## src/rtl/zeroheti_obi_demux.sv

```systemverilog
// zeroheti_obi_demux
// ------------------------------------------------------------------------------------------
// OBI 1-to-NUM_SUB address demultiplexer with a parametrised rule table.
//
// One manager port is decoded against RULES and steered to one of NUM_SUB subordinate ports.
// Addresses that match no rule go to a built-in error responder, which answers one cycle after
// the grant with err=1 and rdata=ERR_RDATA. Up to MAX_OUT transactions may be outstanding, but
// only towards a single target at a time. A request to another target waits until every
// in-flight transaction has completed, so responses always come back in request order.
//
// Parameters
//   NUM_SUB    number of subordinate ports (1..16)
//   MAX_OUT    maximum outstanding transactions (1..15)
//   RULES      per-subordinate half-open range [base, last). Entry i is {last, base}:
//              RULES[i][0] = base, RULES[i][1] = last. On overlap the lowest index wins.
//   ERR_RDATA  read data returned with a decode-miss response
//
// Ports
//   clk_i, rst_i                          clock (rising edge), synchronous active-high reset
//   req_i/gnt_o/addr_i/we_i/be_i/wdata_i  manager request channel
//   rvalid_o/rdata_o/err_o                manager response channel
//   sub_req_o[NUM_SUB], sub_gnt_i         per-subordinate request / grant
//   sub_addr_o/we_o/be_o/wdata_o          request payload broadcast to every subordinate
//   sub_rvalid_i, sub_rdata_i, sub_err_i  per-subordinate response (rdata i at [32*i +: 32])
// ------------------------------------------------------------------------------------------
module zeroheti_obi_demux #(
  parameter int unsigned NUM_SUB = 7,
  parameter int unsigned MAX_OUT = 2,
  // Default map, highest index first. Each entry is {last, base}.
  parameter logic [NUM_SUB-1:0][1:0][31:0] RULES = {
    {32'h0003_0000, 32'h0002_0000},  // sub6
    {32'h0002_0000, 32'h0001_0000},  // sub5
    {32'h0000_B000, 32'h0000_A000},  // sub4
    {32'h0000_A000, 32'h0000_9000},  // sub3
    {32'h0000_9000, 32'h0000_5000},  // sub2
    {32'h0000_5000, 32'h0000_1000},  // sub1
    {32'h0000_1000, 32'h0000_0000}   // sub0
  },
  parameter logic [31:0] ERR_RDATA = 32'hBADC_AB1E
) (
  input  logic                    clk_i,
  input  logic                    rst_i,
  input  logic                    req_i,
  output logic                    gnt_o,
  input  logic [31:0]             addr_i,
  input  logic                    we_i,
  input  logic [3:0]              be_i,
  input  logic [31:0]             wdata_i,
  output logic                    rvalid_o,
  output logic [31:0]             rdata_o,
  output logic                    err_o,
  output logic [NUM_SUB-1:0]      sub_req_o,
  input  logic [NUM_SUB-1:0]      sub_gnt_i,
  output logic [31:0]             sub_addr_o,
  output logic                    sub_we_o,
  output logic [3:0]              sub_be_o,
  output logic [31:0]             sub_wdata_o,
  input  logic [NUM_SUB-1:0]      sub_rvalid_i,
  input  logic [NUM_SUB*32-1:0]   sub_rdata_i,
  input  logic [NUM_SUB-1:0]      sub_err_i
);

  localparam int unsigned SEL_W = $clog2(NUM_SUB + 1);
  localparam int unsigned CNT_W = $clog2(MAX_OUT + 1);

  typedef logic [SEL_W-1:0] sel_t;
  typedef logic [CNT_W-1:0] cnt_t;

  // Index NUM_SUB is the internal error responder.
  localparam sel_t ERR_SEL = sel_t'(NUM_SUB);
  localparam cnt_t CNT_MAX = cnt_t'(MAX_OUT);

  // State
  cnt_t cnt;
  sel_t cur_sel;
  logic err_pend;

  // Decode
  logic [NUM_SUB-1:0] hit;
  logic [NUM_SUB-1:0] cur_mask;
  sel_t               sel;
  logic               sel_is_err;
  logic               sel_gnt;

  // Response mux
  logic               rsp_sub;
  logic [31:0]        rdata_sub;
  logic               err_sub;
  logic               cur_is_err;
  logic               rsp;
  logic               rsp_fire;

  logic               allow;
  logic               accept;

  generate
    for (genvar gi = 0; gi < NUM_SUB; gi++) begin : g_sub
      assign hit[gi]       = (addr_i >= RULES[gi][0]) && (addr_i < RULES[gi][1]);
      assign sub_req_o[gi] = !rst_i && req_i && allow && (sel == sel_t'(gi));
      // Ports that may legitimately answer right now.
      assign cur_mask[gi]  = (cnt != '0) && (cur_sel == sel_t'(gi));
    end
  endgenerate

  // Priority encode: scanning downwards leaves the lowest matching index in sel.
  always_comb begin
    sel = ERR_SEL;
    for (int i = NUM_SUB - 1; i >= 0; i--) begin
      if (hit[i]) sel = sel_t'(i);
    end
  end

  assign sel_is_err = (sel == ERR_SEL);

  always_comb begin
    sel_gnt = 1'b0;
    for (int i = 0; i < NUM_SUB; i++) begin
      if (sel == sel_t'(i)) sel_gnt = sub_gnt_i[i];
    end
  end

  always_comb begin
    rsp_sub   = 1'b0;
    rdata_sub = '0;
    err_sub   = 1'b0;
    for (int i = 0; i < NUM_SUB; i++) begin
      if (cur_sel == sel_t'(i)) begin
        rsp_sub   = sub_rvalid_i[i];
        rdata_sub = sub_rdata_i[32*i +: 32];
        err_sub   = sub_err_i[i];
      end
    end
  end

  assign cur_is_err = (cur_sel == ERR_SEL);
  assign rsp        = cur_is_err ? err_pend : rsp_sub;
  // A response only counts while something is in flight; stray valids are dropped here.
  assign rsp_fire   = !rst_i && rsp && (cnt != '0);

  assign rvalid_o   = rsp_fire;
  assign rdata_o    = rsp_fire ? (cur_is_err ? ERR_RDATA : rdata_sub) : '0;
  assign err_o      = rsp_fire ? (cur_is_err ? 1'b1 : err_sub) : 1'b0;

  // Switching target only when the pipe is empty keeps responses in order.
  assign allow      = (cnt == '0) || ((sel == cur_sel) && (cnt < CNT_MAX));
  assign gnt_o      = !rst_i && allow && (sel_gnt || sel_is_err);
  assign accept     = req_i && gnt_o;

  assign sub_addr_o  = addr_i;
  assign sub_we_o    = we_i;
  assign sub_be_o    = be_i;
  assign sub_wdata_o = wdata_i;

  always_ff @(posedge clk_i) begin
    if (rst_i) begin
      cnt      <= '0;
      cur_sel  <= '0;
      err_pend <= 1'b0;
    end else begin
      if (accept) cur_sel <= sel;

      // A new miss re-arms the responder even if the previous miss is answered this cycle.
      if (accept && sel_is_err)          err_pend <= 1'b1;
      else if (rsp_fire && cur_is_err)   err_pend <= 1'b0;

      case ({accept, rsp_fire})
        2'b10:   cnt <= cnt + cnt_t'(1);
        2'b01:   cnt <= cnt - cnt_t'(1);
        default: cnt <= cnt;
      endcase
    end
  end

  // Protocol checks (simulation only)
  a_cnt_bound: assert property (@(posedge clk_i) disable iff (rst_i) cnt <= CNT_MAX);
  a_rvalid_cnt: assert property (@(posedge clk_i) disable iff (rst_i) rvalid_o |-> (cnt != '0));
  a_req_stable: assert property (@(posedge clk_i) disable iff (rst_i)
    (req_i && !gnt_o) |=> (req_i && $stable(addr_i) && $stable(we_i) && $stable(be_i) && $stable(wdata_i)));
  a_no_stray: assert property (@(posedge clk_i) disable iff (rst_i) (sub_rvalid_i & ~cur_mask) == '0);

endmodule

```

## config.mk

```make
export PLATFORM = sky130hd
export DESIGN_NAME = zeroheti_obi_demux
export DESIGN_NICKNAME = d
export VERILOG_FILES = /design/src/rtl/zeroheti_obi_demux.sv
export SDC_FILE = /design/constraint.sdc
export NUM_CORES = 1
export LEC_CHECK = 0
export CELL_PAD_IN_SITES_DETAIL_PLACEMENT = 0
export CELL_PAD_IN_SITES_GLOBAL_PLACEMENT = 1
export CORE_AREA = 2 2 166 168
export CTS_CLUSTER_DIAMETER = 40
export CTS_CLUSTER_SIZE = 20
export DETAILED_ROUTE_END_ITERATION = 6
export DIE_AREA = 0 0 168 170
export DONT_BUFFER_PORTS = 1
export PLACE_DENSITY = 0.4
export SETUP_SLACK_MARGIN = 0.2
export SLEW_MARGIN = 10
export SYNTH_ARGS = -nofsm -noshare
export SYNTH_HDL_FRONTEND = slang
export SYNTH_SLANG_ARGS = --single-unit
```

## constraint.sdc

```tcl
create_clock -name clk_i -period 3.45 [get_ports clk_i]
set_input_delay 0.345 -clock clk_i [delete_from_list [all_inputs] [get_ports clk_i]]
set_output_delay 0.345 -clock clk_i [all_outputs]
set_load 0.03 [all_outputs]
```

* Word-level counts from Yosys, hierarchy flattened
Cells that the tools add are included.
** Word-level totals
- Bits in registers :: 6
** Operators by class
- $lt $le $gt $ge :: 15
- Mux-type cells :: 43
- $add $sub $neg :: 2
- Eq/ne operators :: 17
- Reductions and logical operators :: 33
** Operators by type and width (number)
- 32-bit 2-to-1 mux :: 9
- 32-bit by 16-bit less-than comparator with 1-bit output (second input constant) :: 3
- 32-bit by 16-bit greater-or-equal comparator with 1-bit output (second input constant) :: 2
- 32-bit by 18-bit less-than comparator with 1-bit output (second input constant) :: 2
- 32-bit by 1-bit greater-or-equal comparator with 1-bit output (second input constant) :: 1
- 32-bit by 13-bit greater-or-equal comparator with 1-bit output (second input constant) :: 1
- 32-bit by 15-bit greater-or-equal comparator with 1-bit output (second input constant) :: 1
- 32-bit by 17-bit greater-or-equal comparator with 1-bit output (second input constant) :: 1
- 32-bit by 18-bit greater-or-equal comparator with 1-bit output (second input constant) :: 1
- 32-bit by 13-bit less-than comparator with 1-bit output (second input constant) :: 1
- 32-bit by 15-bit less-than comparator with 1-bit output (second input constant) :: 1
- 1-bit 2-to-1 mux :: 27
- 3-bit equality test (second input constant) :: 8
- 1-bit logical AND :: 24
- 3-bit 2-to-1 mux :: 6
- 3-bit by 2-bit equality test with 1-bit output (second input constant) :: 4
- 3-bit by 1-bit equality test with 1-bit output (second input constant) :: 2
- 3-bit logical NOT :: 2
- 2-bit nonzero test :: 3
- 2-bit case mux with 2 select lines :: 1
- 3-bit equality test :: 1
- 2-bit by 1-bit adder with 2-bit output (second input constant) :: 1
- 2-bit by 1-bit equality test with 1-bit output (second input constant) :: 1
- 2-bit equality test (second input constant) :: 1
- 5 further kinds :: 6

* Longest topological paths before layout
- Depth in word-level cells :: 22
- Gate-level depth with buffers :: 12
- Depth with buffers taken out :: 10

* Worst setup path before layout
No wires, ideal clock.
- Kind :: input -> output
- Start point :: input addr_i[14]
- End point :: output sub_req_o[0]
- Arrival :: 2.472 ns
- Path buffers :: 1
- Path slack :: 0.633 ns
- Stages on the path :: 8
- Required time :: 3.105 ns
- Cells stage by stage :: clkbuf_1 nor2_1 a21boi_0 o31a_1 xnor2_1 o31ai_4 nand3_1 nor3_1
** Between the ends
- Cells in the longest elaborated chain, start to end :: 14
- Elaborated cells between the ends (all ways) :: 34
- Those cells by class :: 14 x order compare; 1 x eq/ne; 7 x mux; 12 x reduce/logical
** Ends and longest elaborated chain
- start: declaration :: line 45 : input logic [31:0] addr_i,
- 32-bit by 18-bit greater-or-equal comparator with 1-bit output / 32-bit by 18-bit less-than comparator with 1-bit output (equally long branches) :: line 98 : assign hit[gi] = (addr_i >= RULES[gi][0]) && (addr_i < RULES[gi][1]);
- 1-bit logical AND :: line 98
- 1-bit 2-to-1 mux :: line 109 : if (hit[i]) sel = sel_t'(i);
- 3-bit 2-to-1 mux (5 in a row) :: line 109
- 3-bit 2-to-1 mux (*) :: line 109
- 3-bit equality test :: line 145 : assign allow = (cnt == '0) || ((sel == cur_sel) && (cnt < CNT_MAX));
- 1-bit logical AND :: line 145
- 1-bit logical OR :: line 145
- 1-bit logical AND :: line 99 : assign sub_req_o[gi] = !rst_i && req_i && allow && (sel == sel_t'(gi));
- 1-bit logical AND (*) :: line 99
- end: declaration :: line 52 : output logic [NUM_SUB-1:0] sub_req_o,
Mark *: on every way between the ends. The rest lies on a longest branch, timed or not.

* Worst setup path after layout
- Start point :: register cur_sel[2]
- End point :: output rdata_o[0]
** Between the ends
- Cells in the longest elaborated chain, start to end :: 12
- Elaborated cells between the ends (all ways) :: 27
- Those cells by class :: 7 x eq/ne; 17 x mux; 3 x reduce/logical
** Ends and longest elaborated chain
- start: declaration :: line 75 : sel_t cur_sel;
- start signal: assignment :: line 160 : if (accept) cur_sel <= sel;
- 3-bit logical NOT :: line 127 : if (cur_sel == sel_t'(i)) begin
- 1-bit 2-to-1 mux (7 in a row) :: line 127
- 1-bit 2-to-1 mux :: line 136 : assign rsp = cur_is_err ? err_pend : rsp_sub;
- 1-bit logical AND (2 in a row) :: line 138 : assign rsp_fire = !rst_i && rsp && (cnt != '0);
- 32-bit 2-to-1 mux (*) :: line 141 : assign rdata_o = rsp_fire ? (cur_is_err ? ERR_RDATA : rdata_sub) : '0;
- end: declaration :: line 50 : output logic [31:0] rdata_o,
Marks and branches as above.

==> results by group <==
Status
  – Status: complete, no violations

Yosys
  – Synth Instances: 522
  – FF+latch count, synth: 6
  – Asr flop ratio synth: 0%
  – Post-synth top area share: 15.0%
  – Synth area leader: buf_4
  – Syn_area_per_cell: 6.63 um^2
  – Main area contributors after synthesis: buf_4, nor2_1, mux2_2
  – Register area share after synthesis: 3.47%
  – EDFF count, synth: 0
  – Top_reg_cell synth: dfxtp_1
  – Syn Std Cell Area: 0.00346 mm^2
  – Yosys cell types: 53
  – Synth Warn #: 0
  – Synthesized Nets: 840

Detailed routing
  – Final ANT Viol Nets: 0
  – Routed WL: 16200 um
  – Initial DRC Count: 132
  – Vias per Instance: 4.54
  – Routed via count: 3652
  – TritonRoute pass-1 iters: 4
  – Detailed-route wire length per cell: 20.1 um
  – DRC viols: 0

Placed design
  – Gpl congestion: 0.772
  – Port bufs: 0
  – DP Wirelength: 13500 um
  – Pre-CTS WS: 0.556 ns
  – Placed Cells: 800

Layout
  – Layout cells sized above 1: 20.5%
  – Antenna diode count: 0
  – Non-filler instance count after layout: 804
  – Layout area overhead: 6.77%
  – Leading cell type in the layout, fill and taps excluded: nor2_1
  – Most frequent cells in the layout: nor2_1, buf_4, a21oi_1
  – Layout Nets: 782

Setup path
  – R2R Setup Slk: 0.91 ns
  – Critical Path AT: 2.62 ns
  – CP Buf/Inv Count: 2
  – Worst path depth: 8
  – Worst path slowest cell: nor2_1
  – Worst Path Required: 3.11 ns
  – Critical Path Fanout Max: 10
  – Nature of the critical path endpoint: primary output
  – Crit Reg-Reg Endpoint: cnt[1]
  – Crit Path Class: register to primary output
  – R2R depth: 8
  – Largest stage delay, worst path: 0.86 ns
  – Crit-path leading delay family: simple AND/OR/NAND/NOR gates
  – CP dominant cell by count: nor2_1
  – Critical R2R Launch: cur_sel[1]
  – CP cell instances: inv_1 -> nor2_1 -> a22o_1 -> nand2_1 -> o221ai_1 -> o21ai_0 -> nor2_1 -> buf_4
  – Critical Path Start Type: register

Hold path
  – Min-Delay Startpoint: rst_i
  – Hold Crit Depth: 1
  – WHS Endpoint: cnt[1]
  – HP Class: input port to register

STA
  – Period utilization: 86.0%
  – Setup violators final: 0
  – Skew final: 0.00131 ns
  – RSZ-0062 raised after global routing: false
  – Worst-Margin Slew: 1.11 ns
  – Setup ws final: 0.485 ns
  – Post-route setup TNS: 0 ns
  – Fmax: 0.337 GHz
  – Fin crit period: 2.97 ns
  – Rel. slew slack: 25.4%
  – Final Hold Vio Count: 0
  – Max Slew Vio Count: 0

Run
  – Max cap viols: 0

Pwr
  – Sw Share: 51.9%
  – Lkg Pwr: 1.32 nW
  – Comb pwr share: 76.7%
  – Peak supply drop: 0.137 mV
  – Clk network pwr share: 14.0%
  – Internal: 0.669 mW
  – Final Power: 1.39 mW
  – NetSw: 0.721 mW
  – Sequential Power Share: 9.3%
  – PwrDens: 376 mW/mm^2

Floorplan
  – Ports: 428
  – Die Span Y: 170 um
  – Initial core utilization: 13.0%
  – Core ar.: 0.0267 mm^2
  – Die X: 168 um
  – Core Rows: 60
  – Die footprint: 0.0286 mm^2

Clock network
  – Worst-path clk slew: 0.03 ns
  – CTS tree: yes
  – Clk sink count: 6
  – Clk root buf: clkbuf_16
  – Post_cts resized: 0
  – Skew-Pair Late Insertion Delay: 0.23 ns
  – Total CTS buffers: 3
  – Buffer depth of the longest clock path: 2
  – H-tree levels: 1
  – Post-CTS Repair Setup Buffers: 0
  – Hold Buf Count CTS: 0

Global route
  – Met3 usage: 1.79%
  – Vias in the first global route: 3786
  – Met1 Use GR: 12.3%
  – GRT Overall Usage: 10.2%
  – Antenna violations before repair: 1
  – GRT met2 Usage: 19.3%
  – Most Crowded Layer GR: met2
  – Largest net degree at the start of global routing: 40
  – Global-route wire length before repair: 22600 um
  – GRT overflow: 0
==> registers in the layout, indices dropped and copies added (netlist names) <==
signal	flops
cur_sel	3
cnt	2
err_pend	1
==> worst register-to-register path, delay by kind of cell, from the launching register on <==
kind | cells | cell delay, ns
AOI/OAI and AO/OA | 4 | 1.03
adders and majority gates | 1 | 0.37
and+or+nand+nor | 3 | 0.56
DFF | 1 | 0.51
==> metal layers <==
layer  routed length [um]  up-vias
met3                 1140       27
met1                 6510     1697
li1                     -     1723
met2                 8330      203
met4                  184        2
met5                   17        -
==> cell families after synthesis <==
kind of cell,count (synthesis),share of synthesized area [%]
xor+xnor,5,1.27
buf+inv,121,20.8
flops,6,3.47
mux,42,13.7
compound gates,153,31.1
fa+ha+maj,1,0.362
simple gates,194,29.3
==> worst max-delay path by stage <==
stage                     from            to
finish              cur_sel[2]    rdata_o[0]
CTS                 cur_sel[2]    rdata_o[0]
global placement    cur_sel[1]    rdata_o[0]
detailed placement  addr_i[26]  sub_req_o[6]
floorplan           addr_i[14]  sub_req_o[0]
global route        cur_sel[2]    rdata_o[0]
==> Yosys cell counts, types with 2 or more instances <==
| cell type | instances |
|---|---|
| mux2_2 | 20 |
| o211ai_1 | 2 |
| clkbuf_1 | 35 |
| buf_2 | 6 |
| a22oi_1 | 21 |
| mux4_2 | 2 |
| buf_4 | 69 |
| inv_1 | 6 |
| dfxtp_1 | 6 |
| xnor2_1 | 4 |
| and4_2 | 2 |
| mux2i_1 | 18 |
| nor2b_1 | 5 |
| a22o_1 | 9 |
| nor4_4 | 3 |
| and3_1 | 20 |
| nor3_1 | 4 |
| nand2_1 | 18 |
| o22a_1 | 20 |
| nor2_1 | 79 |
| mux2_1 | 2 |
| buf_1 | 5 |
| o22ai_1 | 23 |
| nand2b_1 | 26 |
| nand3_1 | 27 |
| a21oi_1 | 33 |
| o21ai_0 | 19 |
| a31oi_1 | 3 |
| o221ai_1 | 11 |
==> power groups by stage <==
stage                     Sequential [mW]  Combinational (mW)  Clock [mW]
after global routing                0.136                1.18       0.205
final                               0.129                1.07       0.195
after floorplan                    0.0957               0.946           0
after CTS                           0.131                1.08       0.199
after global placement              0.130                1.08           0
after detailed placement            0.132                1.08           0
==> final cells by class <==
cell class,count,area (um^2)
timing repair buffer,52,398
fill,3091,23000
clock buffer,4,78.8
multi-input combinational,395,2640
inverter,6,22.5
sequential,6,129
tap,341,427
==> through the flow <==
step / utilization [%] / cell area (um^2) / hold WS (ns)
global placement: 13.5 / 3600 / 0.419
global route: 13.9 / 3690 / 0.180
finish: 13.9 / 3690 / 0.183
floorplan: - / 3460 / 0.454
detailed placement: 13.6 / 3610 / 0.420
CTS: 13.9 / 3690 / 0.179
No activity file was read; power rests on OpenSTA's default activity.
